===== config.mk =====
export PLATFORM = sky130hd
export DESIGN_NAME = uart_tx_arbiter
export DESIGN_NICKNAME = d
export VERILOG_FILES = /design/src/rtl/uart_arb_pkg.sv /design/src/rtl/rr_picker.sv /design/src/rtl/uart_tx_arbiter.sv
export SDC_FILE = /design/constraint.sdc
export NUM_CORES = 1
export LEC_CHECK = 0
export CORE_MARGIN = 2
export CORE_UTILIZATION = 31
export CTS_BUF_LIST = sky130_fd_sc_hd__clkbuf_16
export CTS_CLUSTER_DIAMETER = 120
export DETAILED_ROUTE_END_ITERATION = 12
export GPL_ROUTABILITY_DRIVEN = 0
export GPL_TIMING_DRIVEN = 0
export PLACE_DENSITY = 0.75
export SLEW_MARGIN = 20
export SYNTH_ARGS = -nofsm -noshare
export SYNTH_HDL_FRONTEND = slang
export SYNTH_HIERARCHICAL = 1
export SYNTH_SLANG_ARGS = --single-unit

===== constraint.sdc =====
create_clock -name clock -period 1.6 [get_ports clock]
set_input_delay 0.32 -clock clock [delete_from_list [all_inputs] [get_ports clock]]
set_output_delay 0.32 -clock clock [all_outputs]
set_load 0.05 [all_outputs]

===== src/rtl/uart_arb_pkg.sv =====
// Shared types and constants for the UART TX arbiter.
package uart_arb_pkg;

  typedef enum logic [0:0] {
    ARB_IDLE   = 1'b0,
    ARB_LOCKED = 1'b1
  } arb_state_e;

  localparam int UART_BYTE_W = 8;
  localparam int NUM_REQ_MAX = 8;

endpackage


===== src/rtl/rr_picker.sv =====
// Combinational round-robin picker: selects the first requester at or after
// last_g+1 (wrapping) and returns it one-hot and as an index.
module rr_picker #(
  parameter int NUM_REQ = 2,
  parameter int IDX_W   = $clog2(NUM_REQ)
) (
  input  logic [NUM_REQ-1:0] req,
  input  logic [IDX_W-1:0]   last_g,
  output logic [NUM_REQ-1:0] pick,
  output logic [IDX_W-1:0]   pick_idx,
  output logic               pick_any
);

  // Scan from the farthest candidate to the nearest so the nearest match wins.
  always_comb begin
    pick     = '0;
    pick_idx = '0;
    pick_any = 1'b0;
    for (int off = NUM_REQ; off >= 1; off--) begin
      int idx;
      idx = int'(last_g) + off;
      if (idx >= NUM_REQ) idx = idx - NUM_REQ;
      if (req[idx]) begin
        pick      = '0;
        pick[idx] = 1'b1;
        pick_idx  = IDX_W'(idx);
        pick_any  = 1'b1;
      end
    end
  end

endmodule


===== src/rtl/uart_tx_arbiter.sv =====
// Frame-locked round-robin arbiter onto a single UART TX byte stream.
// Optional abandoned-frame timeout is enabled by defining UART_TX_ARB_TIMEOUT_EN.
module uart_tx_arbiter
  import uart_arb_pkg::*;
#(
  parameter int NUM_REQ        = 2,
  parameter int TIMEOUT_CYCLES = 100_000,
  parameter int CNT_W          = $clog2(TIMEOUT_CYCLES + 1)
) (
  input  logic                         clock,
  input  logic                         reset_n,
  input  logic [NUM_REQ-1:0]           req_valid,
  input  logic [NUM_REQ*UART_BYTE_W-1:0] req_data,
  input  logic [NUM_REQ-1:0]           req_last,
  output logic [NUM_REQ-1:0]           req_ready,
  output logic                         tx_valid,
  output logic [UART_BYTE_W-1:0]       tx_data,
  input  logic                         tx_ready,
  output logic [NUM_REQ-1:0]           grant,
  output logic                         busy,
  output logic                         timeout_pulse
);

  localparam int IDX_W = $clog2(NUM_REQ);

  arb_state_e           state_reg, state_next;
  logic [NUM_REQ-1:0]   grant_reg, grant_next;
  logic [IDX_W-1:0]     g_reg, g_next;
  logic [IDX_W-1:0]     last_g_reg, last_g_next;

  logic [NUM_REQ-1:0]   pick;
  logic [IDX_W-1:0]     pick_idx;
  logic                 pick_any;

  logic [UART_BYTE_W-1:0] req_bytes [NUM_REQ];
  logic                 locked;
  logic                 accept_en;
  logic                 owner_valid;
  logic                 owner_last;
  logic                 xfer;
  logic                 timeout_hit;

  rr_picker #(
    .NUM_REQ (NUM_REQ),
    .IDX_W   (IDX_W)
  ) u_picker (
    .req      (req_valid),
    .last_g   (last_g_reg),
    .pick     (pick),
    .pick_idx (pick_idx),
    .pick_any (pick_any)
  );

  genvar gi;
  generate
    for (gi = 0; gi < NUM_REQ; gi++) begin : g_req
      assign req_bytes[gi] = req_data[gi*UART_BYTE_W +: UART_BYTE_W];
      assign req_ready[gi] = accept_en && (g_reg == IDX_W'(gi)) && tx_ready;
    end
  endgenerate

  assign locked      = (state_reg == ARB_LOCKED);
  assign owner_valid = req_valid[g_reg];
  assign owner_last  = req_last[g_reg];
  // The timeout cycle is a release cycle: nothing is offered or accepted.
  assign accept_en   = locked && !timeout_hit;
  assign tx_valid    = accept_en && owner_valid;
  assign tx_data     = accept_en ? req_bytes[g_reg] : '0;
  assign xfer        = tx_valid && tx_ready;

  assign grant         = grant_reg;
  assign busy          = locked;
  assign timeout_pulse = timeout_hit;

`ifdef UART_TX_ARB_TIMEOUT_EN
  logic [CNT_W-1:0] cnt_reg, cnt_next;

  assign timeout_hit = locked && (cnt_reg >= CNT_W'(TIMEOUT_CYCLES));

  // Only an absent byte counts as stall; serializer backpressure never does.
  always_comb begin
    cnt_next = cnt_reg;
    if (!locked || xfer) begin
      cnt_next = '0;
    end else if (!owner_valid && (cnt_reg != '1)) begin
      cnt_next = cnt_reg + 1'b1;
    end
  end

  always_ff @(posedge clock or negedge reset_n) begin
    if (!reset_n) begin
      cnt_reg <= '0;
    end else begin
      cnt_reg <= cnt_next;
    end
  end
`else
  assign timeout_hit = 1'b0;
`endif

  always_comb begin
    state_next  = state_reg;
    grant_next  = grant_reg;
    g_next      = g_reg;
    last_g_next = last_g_reg;
    case (state_reg)
      ARB_IDLE: begin
        if (pick_any) begin
          state_next = ARB_LOCKED;
          grant_next = pick;
          g_next     = pick_idx;
        end
      end
      ARB_LOCKED: begin
        if (timeout_hit || (xfer && owner_last)) begin
          state_next  = ARB_IDLE;
          grant_next  = '0;
          last_g_next = g_reg;
        end
      end
      default: begin
        state_next = ARB_IDLE;
        grant_next = '0;
      end
    endcase
  end

  always_ff @(posedge clock or negedge reset_n) begin
    if (!reset_n) begin
      state_reg  <= ARB_IDLE;
      grant_reg  <= '0;
      g_reg      <= '0;
      last_g_reg <= IDX_W'(NUM_REQ - 1);
    end else begin
      state_reg  <= state_next;
      grant_reg  <= grant_next;
      g_reg      <= g_next;
      last_g_reg <= last_g_next;
    end
  end

endmodule


# After elaboration in Yosys (flattened, before gate mapping)
# Index checks and enable logic that the tools add are counted.
# totals
regBits,5
wordCells,65
input_bits,23
ram_bits,0
n_memories,0
mem_bits_ro,0
latch_bits,0
# classes
n_reduce_logical,12
shift,0
eq_ne,2
div,0
multipliers,0
n_mux,32
magnitude_cmp,8
bitwise,3
n_addsub,4
# op_table
op,count
32-bit by 1-bit >= comparator with 1-bit output (second input constant),2
32-bit by 3-bit >= comparator with 1-bit output (second input constant),2
32-bit by 3-bit < comparator with 1-bit output (second input constant),2
32-bit 2-to-1 mux,2
32-bit by 3-bit subtractor with 32-bit output (second input constant),2
8-bit 2-to-1 mux,4
1-bit 2-to-1 mux,18
1-bit logical AND,9
2-bit 2-to-1 mux,4
2-bit AND reduction,3
2-bit one-hot mux with 2 select lines,1
1-bit by 2-bit adder with 3-bit output (second input constant),1
1-bit by 1-bit adder with 2-bit output (second input constant),1
1-bit demux with 1-bit select,2
2-bit >= comparator (second input constant),1
1-bit by 2-bit < comparator with 1-bit output (second input constant),1
2-bit by 1-bit inequality test with 1-bit output (second input constant),1
2-bit inequality test (second input constant),1
1-bit inverter,2
1-bit inverter with 2-bit output,1
1-bit one-hot mux with 2 select lines,1

# Longest topological paths before layout
# depth
word_depth,11
ltp_mapped,4

# By module
# Netlist, hierarchy kept.
# modules_own_cells
module,cells_each,instances,seq_area_each_um2,area_per_inst_um2
uart_tx_arbiter,47,1,126.4,424.2
rr_picker,5,1,0.0,32.5

# Worst setup path before layout
# No wires, ideal clock.
# synth_timing
kind,reg2out
from,"register state_reg, in the netlist busy"
to,output tx_data[0]
required_time_ns,1.280
path_buffers,1
path_stages_with_launch,3
setup_slack_ns,-0.394
arrival_ns,1.674
path_cell_list,dfrtp_1 > clkbuf_1 > nor2b_1
# synth_via
elab_chain_cells,1
# synth_lines
item,line,rtl
start: declaration,uart_tx_arbiter.sv:26,"arb_state_e state_reg, state_next;"
start signal: assignment,uart_tx_arbiter.sv:135,state_reg <= state_next;
8-bit 2-to-1 mux,uart_tx_arbiter.sv:68,assign tx_data = accept_en ? req_bytes[g_reg] : '0;
end: declaration,uart_tx_arbiter.sv:17,"output logic [UART_BYTE_W-1:0] tx_data,"
# No other way between the ends.

# Worst setup path after layout
# layout_timing
from,register g_reg
to,output tx_data[3]
# layout_via
elab_chain_cells,5
# layout_lines
item,line,rtl
start: declaration,uart_tx_arbiter.sv:28,"logic [IDX_W-1:0] g_reg, g_next;"
start signal: assignment,uart_tx_arbiter.sv:137,g_reg <= g_next;
1-bit inverter with 2-bit output (implied by the code),uart_tx_arbiter.sv:68,
8-bit 2-to-1 mux (implied by the code) (3 in a row),uart_tx_arbiter.sv:68,
8-bit 2-to-1 mux,uart_tx_arbiter.sv:68,
# No other way between the ends. The select of a mux whose other input is x is not followed.

==> reports/summary.txt <==
Status: finished with violations
Failing checks: negative setup slack
R2R setup slack: -0.03 ns
Num CTS Buffers: 3
Clock latency at the later pin of the worst-skew pair: 0.22 ns
# port buffers: 36
VDD IR max: 1590 µV
Synth cell types: 20
Min-Delay Path Class: input port to asynchronous set/reset pin
H-tree levels: 1
Clk pin slew, worst setup/hold paths: 0.03 ns
Clk buf depth: 2
Worst path required time: 1.28 ns
Post-Place Setup Slack: -0.703 ns
Fraction of final layout cells sized beyond drive strength 1: 45.8%
Layout area overhead: 149%
RSZ-0062 raised after global routing: true
Post-route ant nets: 0
I/O pins: 38
Core area: 0.00133 mm²
DRT Pass-1 Iters: 4
Largest net degree at the start of global routing: 11
Die Y-Extent: 42.4 µm
Slew Limit Fails: 0
Clock sink count: 5
CP startpoint kind: register
Final WL: 1.57 mm
CP Class: register to output port
Synth top area cells: dfrtp_1, mux2i_1, nor2b_1
ANT cells: 0
Mapped Area: 457 µm²
Yosys reg bits: 5
Setup-failing EPs final: 9
CTS Hold Buffers Added: 0
Root Driver: clkbuf_16
Via density: 4.91
Initial antenna violation count: 0
Peak Freq: 599 MHz
Setup ws final: -0.0708 ns
CP endpoint kind: output port
Post-DP HPWL: 1.03 mm
DIE AREA: 0.00180 mm²
Simple-Gate Fraction of Synth Area: 32.3%
Largest delay share family, worst path: buffers and inverters
Number of synthesized flops with an enable pin: 0
Initial core utilization: 34.2%
Number of placement rows: 13
Synth Instances: 52
Critical-path cell list: buf_6, buf_12, mux2i_4, nor2b_4, buf_8
Synth area leader: dfrtp_1
Syn Area/Cell: 8.78 µm²
Iteration-0 DRC Markers: 8
CP peak stage delay: 0.36 ns
Post-synthesis mux area share: 25.2%
Slowest CP cell: dfrtp_1
Sequential share of the synthesized area: 27.7%
Clock Skews: 0.00121 ns
Nets: 120
Largest family of logic cells by synthesized area: simple AND/OR/NAND/NOR gates
Number of flip-flops in the largest register: 2
GRT Total Usage: 19.4%
Final worst-path cycle share: 104%
Shortest period the worst path allows: 1.67 ns
Routed WL per cell: 14.2 µm
Post-layout util: 85.2%
Die X: 42.4 µm
DR vias: 545
Ys async rst share: 100%
CP bufs+invs: 3
Synth Area in Adders: 0%
Post-route cell area: 0.00114 mm²
Mapped Nets: 75
First-pass GRT wire length: 2.59 mm
Fill cells: 88
Vias in the first global route: 589
Top-area cell type share of the netlist area: 21.9%
Final hold slack: 0.324 ns
Compound-Gate Fraction of Synth Area: 5.48%
Max_cap viols: 0
Xor and xnor area share after synthesis: 0%
Yosys warns: 6
DRC: 0
CTS tree: built
Critical Path AT: 1.35 ns
Setup TNS: -0.468 ns
Endpoints failing hold: 0
CP Max Fanout: 6
Post-place instance area: 900 µm²
Leakage power: 0.533 nW
Total grt overflow: 0
Ys flop type: dfrtp_1
PD cells: 1900 mW/mm²
stage by stage:
step           total power, mW  cells
2_1_floorplan             1.09     52
3_3_place_gp              1.43    103
3_5_place_dp              1.43    103
4_1_cts                   2.12    110
5_1_grt                   2.25    111
6_report                  2.15    111
final timing paths:
| kind | from | end | depth (start not counted) |
|---|---|---|---|
| setup / recovery | g_reg$_DFFE_PN0P_ | tx_data[3] | 5 |
| hold / removal | reset_n | grant[1]$_DFFE_PN0P_ | 1 |
| setup reg to reg | g_reg$_DFFE_PN0P_ | last_g_reg$_DFFE_PN1P_ | 5 |
| hold reg to reg | grant[1]$_DFFE_PN0P_ | grant[1]$_DFFE_PN0P_ | 2 |
| max in group asynchronous | reset_n | last_g_reg$_DFFE_PN1P_ | 1 |
| min in group clock | grant[1]$_DFFE_PN0P_ | grant[1]$_DFFE_PN0P_ | 2 |
Yosys cell counts, drive strengths merged, types with 2 or more instances:
| library cell | count |
|---|---|
| nand2 | 8 |
| a21boi | 2 |
| nor2 | 3 |
| buf | 4 |
| mux2i | 10 |
| dfrtp | 4 |
| o21ai | 2 |
| nor2b | 9 |
power by group:
group	internal (mW)	switching, mW
Sequential	0.187	0.0322
Clock	0.323	0.0755
Combinational	0.715	0.822
Total	1.23	0.929
per-layer routing:
metal  GRT usage [%]  wire length (µm)  vias up
met5               0                 0        -
met3            8.19               145        6
met1            19.9               586      245
li1                -                 -      258
met4            10.0                66        0
met2            33.2               773       36
area by class of cell:
class | count | area [µm²] | area share, %
Sequential cell | 5 | 128 | 11.2
Multi-Input combinational cell | 41 | 445 | 39.2
Buffer | 5 | 53.8 | 4.74
Clock buffer | 3 | 75.1 | 6.61
Timing Repair Buffer | 40 | 408 | 35.9
Inverter | 1 | 3.75 | 0.330
Tap cell | 15 | 18.8 | 1.65
Clock inverter | 1 | 3.75 | 0.330
cells in the final DEF (no fill, tap or decap), drive strengths merged:
cell           netlist  routed
and3                 1       1
nand2                8       8
mux2                 1       1
or2                  1       1
inv                  1       2
conb                 1       1
clkdlybuf4s50        0      20
a21boi               2       2
clkbuf               1       6
nor2b                9       9
nand2b               1       1
o21ai                2       2
mux2i               10      10
buf                  4      17
and2b                1       1
nor4b                1       1
dfstp                1       1
nor2                 3       3
dfrtp                4       4
dlygate4sd2          0       5
what timing repair did:
item	4_1_cts	5_1_grt
resized for setup	94	8
gates cloned	1	0
pin swaps	1	0
endpoints found under the setup margin	14	12
buffers inserted	2	1
hold endpoints to repair	0	0
kinds of logic (layout without fill, tap and decap cells):
family | after synthesis | after routing
DFF | 5 | 5
and+or+nand+nor | 25 | 25
AOI/OAI and AO/OA | 4 | 4
other | 1 | 1
buffers and inverters | 6 | 50
muxes | 11 | 11
(Power assumes the default switching activity.)
